[config.mk]
export PLATFORM = sky130hd
export DESIGN_NAME = ysyx_23060124_ifu
export DESIGN_NICKNAME = d
export VERILOG_FILES = /design/src/rtl/ysyx_23060124_ifu_pkg.sv /design/src/rtl/ysyx_23060124_ifu.sv
export SDC_FILE = /design/constraint.sdc
export NUM_CORES = 1
export LEC_CHECK = 0
export CAP_MARGIN = 20
export CELL_PAD_IN_SITES_DETAIL_PLACEMENT = 0
export CELL_PAD_IN_SITES_GLOBAL_PLACEMENT = 2
export CORE_MARGIN = 1.5
export CORE_UTILIZATION = 25
export CTS_CLUSTER_DIAMETER = 100
export DETAILED_ROUTE_END_ITERATION = 8
export PLACE_DENSITY = 0.77
export SYNTH_ARGS = -nofsm -noshare
export SYNTH_HDL_FRONTEND = slang
export SYNTH_SLANG_ARGS = --single-unit
[constraint.sdc]
create_clock -name clk -period 2.2 [get_ports clk]
set_input_delay 0.44 -clock clk [delete_from_list [all_inputs] [get_ports clk]]
set_output_delay 0.44 -clock clk [all_outputs]
set_load 0.01 [all_outputs]
[src/rtl/ysyx_23060124_ifu_pkg.sv]
// Shared constants and FSM state encoding for the instruction fetch unit.
package ysyx_23060124_ifu_pkg;

    localparam int          IFU_ISA_WIDTH = 32;
    localparam logic [31:0] IFU_NOP_INST  = 32'h0000_0013;

    typedef enum logic [1:0] {
        IFU_IDLE = 2'd0,
        IFU_AR   = 2'd1,
        IFU_R    = 2'd2,
        IFU_OUT  = 2'd3
    } ifu_state_e;

endpackage

[src/rtl/ysyx_23060124_ifu.sv]
// Instruction fetch unit: issues one AR/R read per PC and hands the tagged
// instruction word to decode. Misaligned PCs and bus errors turn into a NOP
// flagged with o_err. At most one fetch is in flight.
module ysyx_23060124_ifu
    import ysyx_23060124_ifu_pkg::*;
#(
    parameter int                   ISA_WIDTH = IFU_ISA_WIDTH,
    parameter logic [ISA_WIDTH-1:0] NOP_INST  = IFU_NOP_INST
) (
    input  logic                 clk,
    input  logic                 i_rst_ifu_n,
    input  logic [ISA_WIDTH-1:0] i_pc,
    input  logic                 i_pc_update,
    output logic [ISA_WIDTH-1:0] o_araddr,
    output logic                 o_arvalid,
    input  logic                 i_arready,
    input  logic [ISA_WIDTH-1:0] i_rdata,
    input  logic [1:0]           i_rresp,
    input  logic                 i_rvalid,
    output logic                 o_rready,
    output logic [ISA_WIDTH-1:0] o_ins,
    output logic [ISA_WIDTH-1:0] o_ins_pc,
    output logic                 o_valid,
    input  logic                 i_ready,
    output logic                 o_err,
    output logic                 o_busy
);

    ifu_state_e           state_q;
    ifu_state_e           state_d;
    logic                 start_pend;
    logic                 upd_pend;
    logic [ISA_WIDTH-1:0] addr_q;
    logic                 trigger;
    logic                 misaligned;

    // The first fetch after reset needs no pulse; later ones come from the PC unit,
    // either live or remembered while the unit was busy.
    assign trigger    = start_pend | upd_pend | i_pc_update;
    assign misaligned = |i_pc[1:0];
    assign o_araddr   = addr_q;

    // State register
    always_ff @(posedge clk or negedge i_rst_ifu_n) begin
        if (!i_rst_ifu_n) begin
            state_q <= IFU_IDLE;
        end else begin
            state_q <= state_d;
        end
    end

    // Next-state decision; a misaligned PC skips the bus entirely
    always_comb begin
        state_d = state_q;
        case (state_q)
            IFU_IDLE: if (trigger)   state_d = misaligned ? IFU_OUT : IFU_AR;
            IFU_AR:   if (i_arready) state_d = IFU_R;
            IFU_R:    if (i_rvalid)  state_d = IFU_OUT;
            IFU_OUT:  if (i_ready)   state_d = IFU_IDLE;
            default:                 state_d = IFU_IDLE;
        endcase
    end

    // Handshake outputs are pure decodes of the state
    always_comb begin
        o_arvalid = (state_q == IFU_AR);
        o_rready  = (state_q == IFU_R);
        o_valid   = (state_q == IFU_OUT);
        o_busy    = (state_q != IFU_IDLE);
    end

    // Pending-fetch flags: pulses seen while busy collapse into one deferred fetch
    always_ff @(posedge clk or negedge i_rst_ifu_n) begin
        if (!i_rst_ifu_n) begin
            start_pend <= 1'b1;
            upd_pend   <= 1'b0;
        end else if (state_q == IFU_IDLE) begin
            if (trigger) begin
                start_pend <= 1'b0;
                upd_pend   <= 1'b0;
            end
        end else if (i_pc_update) begin
            upd_pend <= 1'b1;
        end
    end

    // Fetch address is sampled only when leaving IDLE, so it stays stable for AR
    always_ff @(posedge clk or negedge i_rst_ifu_n) begin
        if (!i_rst_ifu_n) begin
            addr_q <= '0;
        end else if ((state_q == IFU_IDLE) && trigger) begin
            addr_q <= i_pc;
        end
    end

    // Result registers, loaded on a misaligned trigger or on read data; held through OUT
    always_ff @(posedge clk or negedge i_rst_ifu_n) begin
        if (!i_rst_ifu_n) begin
            o_ins    <= NOP_INST;
            o_ins_pc <= '0;
            o_err    <= 1'b0;
        end else if ((state_q == IFU_IDLE) && trigger && misaligned) begin
            o_ins    <= NOP_INST;
            o_ins_pc <= i_pc;
            o_err    <= 1'b1;
        end else if ((state_q == IFU_R) && i_rvalid) begin
            o_ins    <= (i_rresp == 2'b00) ? i_rdata : NOP_INST;
            o_ins_pc <= addr_q;
            o_err    <= (i_rresp != 2'b00);
        end
    end

endmodule

==> results by stage, run 1 <==
Die:
- The die outline width is between 100 and 150 um.
- After floorplanning, the core was divided into 47 placement rows.
- The core region is 0.0166 mm2.
- The initial standard-cell utilization of the core is 0.256.
- The floorplan step set the die height to 133 um.
- During I/O placement, the number of pins put on the boundary was 173.
- The total die area is 0.0178 mm2.

GRT:
- The leftover overflow at the end of global routing is 0.
- The total global routing track utilization is 0.154.
- The initial antenna violation count is 0.
- Entering global routing, the biggest net connects 60 pins.
- The first global-routing pass estimated roughly 21 mm of wire.
- The number of global-route vias before repair is around 3800.

Timing:
- The worst setup skew after layout is 0.00840 ns.
- The worst hold margin is 0.462 ns.
- The final hold violation count came to 0.
- In the final timing run, aggregate negative setup slack is 0 ns.
- The worst-case setup margin in the final layout is 0.105 ns.
- Of the available clock period, the critical path in the final layout requires 0.952.
- The post-route minimum period is 2.09 ns.
- The number of setup violations in the final report is 0.
- Setup repair after global routing left no endpoint under its margin.
- The highest attainable clock frequency is 477 MHz.
- Headroom to the max-slew limit came out at 0.580.
- The final max-slew violation count is 0.
- For the pin with the worst max-slew slack, the measured transition is roughly 0.63 ns.

Routing:
- After detailed routing, the number of remaining DRC violations is 0.
- The number of search-and-repair iterations in the first detailed-routing pass is 4.
- The sum of routed wire length over all layers is 13.1 mm.
- Using the TritonRoute via totals, the vias-per-cell ratio works out to 4.52.
- In this run the remaining antenna-violating nets after routing total 0.
- The count of vias placed by the detailed router is 3650.
- The final routed wire length divided by cell count is roughly 16 um.
- The first routing iteration left 164 violations.

Status:
- The run finished with clean final reports.

Hold path:
- The tightest min-delay check is of the primary input to asynchronous set/reset pin type.

Clocking:
- The total clock sinks is 101.
- The number of clock buffers added by TritonCTS is 9.
- In this run the number of H-tree levels came out at 3.
- The root buffer cell is clkbuf_16.
- In this run the deepest clock path goes through 2 buffers.
- TritonCTS built the clock tree.
- The insertion delay of the later-clocked pin in the worst-skew pair is 0.35 ns.
- After clock tree synthesis, the clock-pin slew on the worst setup and hold paths is 0.06 ns.
- The buffers inserted during post-CTS setup optimization is 0.

Final layout:
- The layout-stage area growth over the synthesis result is 56.7%.
- The commonest non-fill, non-tap cell in the layout is clkdlybuf4s50_1.
- Leaving out fill and tap cells, the most frequent cells in the layout are 171 x clkdlybuf4s50_1, 97 x nand2_1, 96 x dfrtp_1, 33 x nor2_1, 32 x mux2i_1.
- Across the whole layout, storage elements account for 0.00253 mm2.
- In the final layout, the multi-input gates occupy 0.00164 mm2.
- Of the cells placed in the final design, the portion with a size suffix greater than 1 is 0.0765.
- 0 antenna diodes ended up in the layout.
- With fillers left out, the area of the finished cells amounts to 0.00666 mm2.
- The final net count is 660.
- Fill cells in the final layout number 1628.

Synthesis:
- A synthesized cell averages about 10 um2.
- The mapped netlist covers around 0.0043 mm2.
- The number of flip-flops and latches in the synthesized netlist is 101.
- After technology mapping, the gate count stands at 413.
- Synthesis produced a netlist with a net count of 490.
- The number of synthesis warnings is 0.
- Of the synthesized area, sequential elements account for 0.595.
- The count of cell types in the netlist is 24.

Critical path:
- The origin of the critical flop-to-flop path is state_q[0].
- The critical path starts at state_q[1].
- The worst reg2reg path endpoint is state_q[1].
- The category of the worst setup path capture point is a primary output.
- The register-to-register setup slack is 0.42 ns.
- The critical path arrival is 1.65 ns.
- The path depth of the worst reg2reg path is 5.
- The sort of element at the start of the critical path is a register.
- The required arrival time at the worst endpoint is 1.76 ns.
- Along the worst path, the maximum fanout reaches 4.
- The worst setup path category is register to primary output.

Place:
- Before CTS, the worst setup slack after placement is 0.113 ns.
- The wire-length estimate of the detail-placed layout is 8.95 mm.
- The total of buffers placed on input and output ports is 172.
- In this run the cell area measured after placement is 0.00634 mm2.
- The placer's final routability congestion estimate is 0.745.

Pwr:
- Across the VDD grid, the largest voltage drop is ~0.62 mV.
- The leakage power of the design is 0.00303 uW.
- The power per cell area is 1390 mW/mm2.

Job:
- The count of max-cap constraint violations is 0.
==> kinds of logic (layout without fill, tap and decap cells) <==
kind of cell    after synthesis  in the layout  share of synthesized area
compound gates               71             71                      0.111
mux                          34             34                     0.0806
simple gates                172            172                      0.168
fa+ha+maj                     5              5                     0.0147
flops                       101            101                      0.595
buf+inv                      30            205                     0.0303
==> timing repair <==
item                                    in CTS  in global routing
hold buffers                                 1                  0
pin swaps                                    0                  0
endpoints found under the setup margin       2                  2
gates resized for setup                      2                  4
hold endpoints to repair                     3                  0
==> state kept, by name (all words and copies together), names as in the netlist <==
name,count
o_ins_pc,32
upd_pend,1
o_ins,32
start_pend,1
o_err,1
state_q,2
o_araddr,32
==> cell type report <==
class                           instances  area share
Inverter                                3     0.00169
Multi-Input combinational cell        282       0.246
Timing Repair Buffer                  186       0.287
Clock buffer                           11      0.0349
Sequential cell                       101       0.380
Clock inverter                          5     0.00808
Tap cell                              220      0.0413
==> layer usage <==
metal  track usage  share of wire  vias to the layer above
met2         0.232           0.43                      154
met1         0.194           0.44                     1732
met5             0              0                        -
met4        0.0417          0.014                        0
met3        0.0784           0.11                       13
li1              -              -                     1751
==> synth_stat cells <==
cell        n  area, um2
nand2_1    98        368
dfrtp_1    97       2430
nor2_1     35        131
mux2i_1    32        320
a21oi_1    31        155
nor3_1     31        155
a22oi_1    29        218
clkbuf_1   14       52.6
buf_2      13       65.1
ha_1        5       62.6
dfstp_2     4        105
nor2b_1     4       25.0
inv_1       3       11.3
o22ai_1     3       18.8
a21o_1      2       15.0
and2_1      2       12.5
mux2_2      2       22.5
o21ai_0     2       10.0
a2111oi_2   1       15.0
and4bb_2    1       12.5
o21ai_2     1       8.76
o31a_1      1       8.76
o31ai_4     1       21.3
or4bb_1     1       11.3
==> worst max-delay path, stage by stage, from the launching register on <==
cell             delay (ns)
dfrtp_2                0.44
inv_1                  0.14
ha_1                   0.19
clkdlybuf4s50_1        0.54
==> power by group <==
| part | switching (uW) | total, uW | internal, uW | leakage, uW |
|---|---|---|---|---|
| clock network | 684 | 1560 | 879 | 0.000143 |
| logic | 2110 | 4500 | 2400 | 0.00164 |
| registers | 506 | 3170 | 2660 | 0.00125 |
| total | 3300 | 9230 | 5940 | 0.00303 |
==> per-stage QoR <==
step,utilization,std cells,total power [uW]
2_1_floorplan,-,413,5210
3_3_place_gp,0.382,791,7640
3_5_place_dp,0.382,791,7710
4_1_cts,0.400,808,9360
5_1_grt,0.402,808,9950
6_report,0.402,808,9230
==> worst max-delay path by stage <==
stage                  to  depth (start not counted)
2_1_floorplan  state_q[1]                          5
3_3_place_gp   state_q[1]                          4
3_5_place_dp   state_q[1]                          4
4_1_cts          o_rready                          3
5_1_grt          o_rready                          3
6_report        o_arvalid                          3
(Power assumes the default switching activity.)
==> run 2: changes to the inputs <==
- GPL_ROUTABILITY_DRIVEN: default -> 0
- MAX_ROUTING_LAYER: default -> met4
==> run 2 against run 1 <==
  * Clock-buffer cell count unchanged
  * Core utilization unchanged
  * First-iteration DRC count shrank 5.5%
  * Critical endpoint is now o_rready
  * Largest cell class unchanged
==> results by stage, run 2 (synthesized netlist as in run 1, its figures left out) <==
Pwr:
- The leakage power of the design is 0.00303 uW.
- For this design the ratio of total power to cell area is 1390 mW/mm2.
- The worst-case IR drop observed on VDD is 0.630 mV.

Timing:
- The final max-slew violation count is 0.
- The post-route minimum period is 2.09 ns.
- The fraction of the cycle the final worst path needs is 0.952.
- The worst setup skew after layout is between 0.01 and 0.015 ns.
- The worst hold margin is roughly 0.46 ns.
- Setup violations remaining at the end of the flow were counted as 0.
- Static timing analysis puts the maximum clock frequency at 477 MHz.
- After routing, the total negative slack on setup checks comes to 0 ns.
- Setup repair after global routing left no endpoint under its margin.
- The slew at the pin with the worst max-slew slack is approximately 0.63 ns.
- The relative slew slack is 0.580.
- The final hold violation count was 0.

Clocking:
- The maximum buffer depth of the clock tree is 2.
- The number of buffers added by the clock tree synthesis step is 9.
- The TritonCTS clock tree is yes.
- The H-tree generated during clock tree synthesis spans 3 levels.
- The post-CTS clock slew at the launch and capture registers of the worst setup and hold paths is 0.06 ns.
- In this run the post-CTS setup repair buffer count came out at 0.
- The total clock sinks is 101.
- The cell sitting at the root of the clock tree is a clkbuf_16.
- The insertion delay of the later-clocked pin in the worst-skew pair is ~0.35 ns.

Critical path:
- The worst setup path category is register to primary output.
- The critical path arrival is 1.65 ns.
- The worst setup path is launched from a register.
- The maximum fanout encountered on the critical timing path is 7.
- For the worst setup path, the data required time is 1.76 ns.
- The worst setup path is captured at a primary output.

Routing:
- The via density per instance is 4.52.
- After detailed routing, the average wire length per cell comes to 16.2 um.
- The sum of routed wire length over all layers is 13.1 mm.
- The routed layout has 3654 vias.
- In the routed design, unresolved DRC markers number 0.
- The number of search-and-repair iterations in the first detailed-routing pass is 4.
- The remaining antenna violation count after routing is 0.
- The wire length on met1 is 5.94 mm.
- The highest layer touched by signal routing is met4.
- The detailed route wirelength on metal3 is about 1.3 mm.
- The routed design uses between 5 and 6 mm of met2 wire.
- The DRC violation total after the first TritonRoute iteration is 155.

Final layout:
- The final net count is 660.
- The number of diodes is 0.
- The commonest non-fill, non-tap cell in the layout is clkdlybuf4s50_1.
- The top cell types in the final layout, fill and taps aside, are 171 x clkdlybuf4s50_1, 97 x nand2_1, 96 x dfrtp_1, 33 x nor2_1, 32 x mux2i_1.
- The proportion of layout cells with a drive suffix above 1 is 0.0765.
- At the end of the flow the core is filled with cells to 0.402.
- The layout-stage area growth over the synthesis result is 56.7%.
- After routing the design area is 0.00666 mm2.

GRT:
- The initial antenna violation count was 0.
- For this run the aggregate overflow at the end of global routing stands at 0.
- Entering global routing, the biggest net connects 60 pins.
- The total global routing track utilization is 0.159.
- The first global-routing pass estimated about 21 mm of wire.
- The number of global-route vias before repair is 3764.

Hold path:
- In this run the worst hold path is classified as primary input to asynchronous set/reset pin.

Place:
- The placed instances occupy a cell area of 0.00634 mm2.
- In this run the tool buffered the top-level ports with 172 buffer cells.
- The sum of net half-perimeters after detailed placement is between 8 and 9 mm.

Die:
- 173 I/O pins were placed.
- The number of core rows is 47.
- The height of the chip is 133 um.
- The placeable core area is 0.0166 mm2.
- For this configuration, the core starts out at a cell density of 0.256.
- The die outline width is 133 um.
- The total die area is 0.0178 mm2.

Job:
- The count of max-cap constraint violations is 0.

Status:
- The run finished with clean final reports.
## run 2: final timing paths
| path | start | depth (start not counted) | slack, ns | endpoint |
|---|---|---|---|---|
| max | state_q[0] | 3 | 0.11 | o_rready |
| min | i_rst_ifu_n | 2 | 0.46 | o_araddr[0] |
| max reg2reg | state_q[0] | 5 | 0.42 | state_q[1] |
| min reg2reg | o_araddr[31] | 2 | 0.50 | o_araddr[31] |
| max in group asynchronous | i_rst_ifu_n | 3 | 1.06 | o_ins_pc[19] |
| min in group clk | o_araddr[31] | 2 | 0.50 | o_araddr[31] |
## run 2: through the flow
step	cells	total power, uW	setup slack, ns
2_1_floorplan	413	5210	0.431
3_3_place_gp	791	7640	0.110
3_5_place_dp	791	7710	0.113
4_1_cts	808	9360	-0.00708
5_1_grt	808	9950	0.0302
6_report	808	9250	0.106
## run 2: timing repair
action	CTS	global route
setup endpoints to repair	2	2
resized for setup	2	4
endpoints found under the hold margin	3	0
hold buffers	1	0
## run 2: critical path: stages (launching register included)
cell and delay [ns]:
dfrtp_1 0.41, inv_2 0.14, ha_4 0.19, clkdlybuf4s50_1 0.56
## run 2: layer usage
layer / up-vias / track usage
met1: 1741 / 0.199
met3: 11 / 0.0693
li1: 1753 / -
met4: 0 / 0.0417
met2: 149 / 0.233
met5: - / -
## run 2: layout make-up
cell class,count,area (um2)
Clock inverter,5,53.8
Inverter,3,11.3
Sequential cell,101,2530
Clock buffer,11,233
Tap cell,220,275
Timing Repair Buffer,186,1910
Fill cell,1628,9920
Multi-Input combinational cell,282,1640
## run 2: power breakdown
part,internal [uW],switching [uW],total [uW]
logic,2400,2110,4510
clock network,879,691,1570
registers,2660,507,3170
total,5940,3310,9250
==> run 3: changes to the inputs <==
- HOLD_SLACK_MARGIN: default -> 0.05
==> results of run 3 <==
Final layout, timing and power as in run 2 (identical DEF).
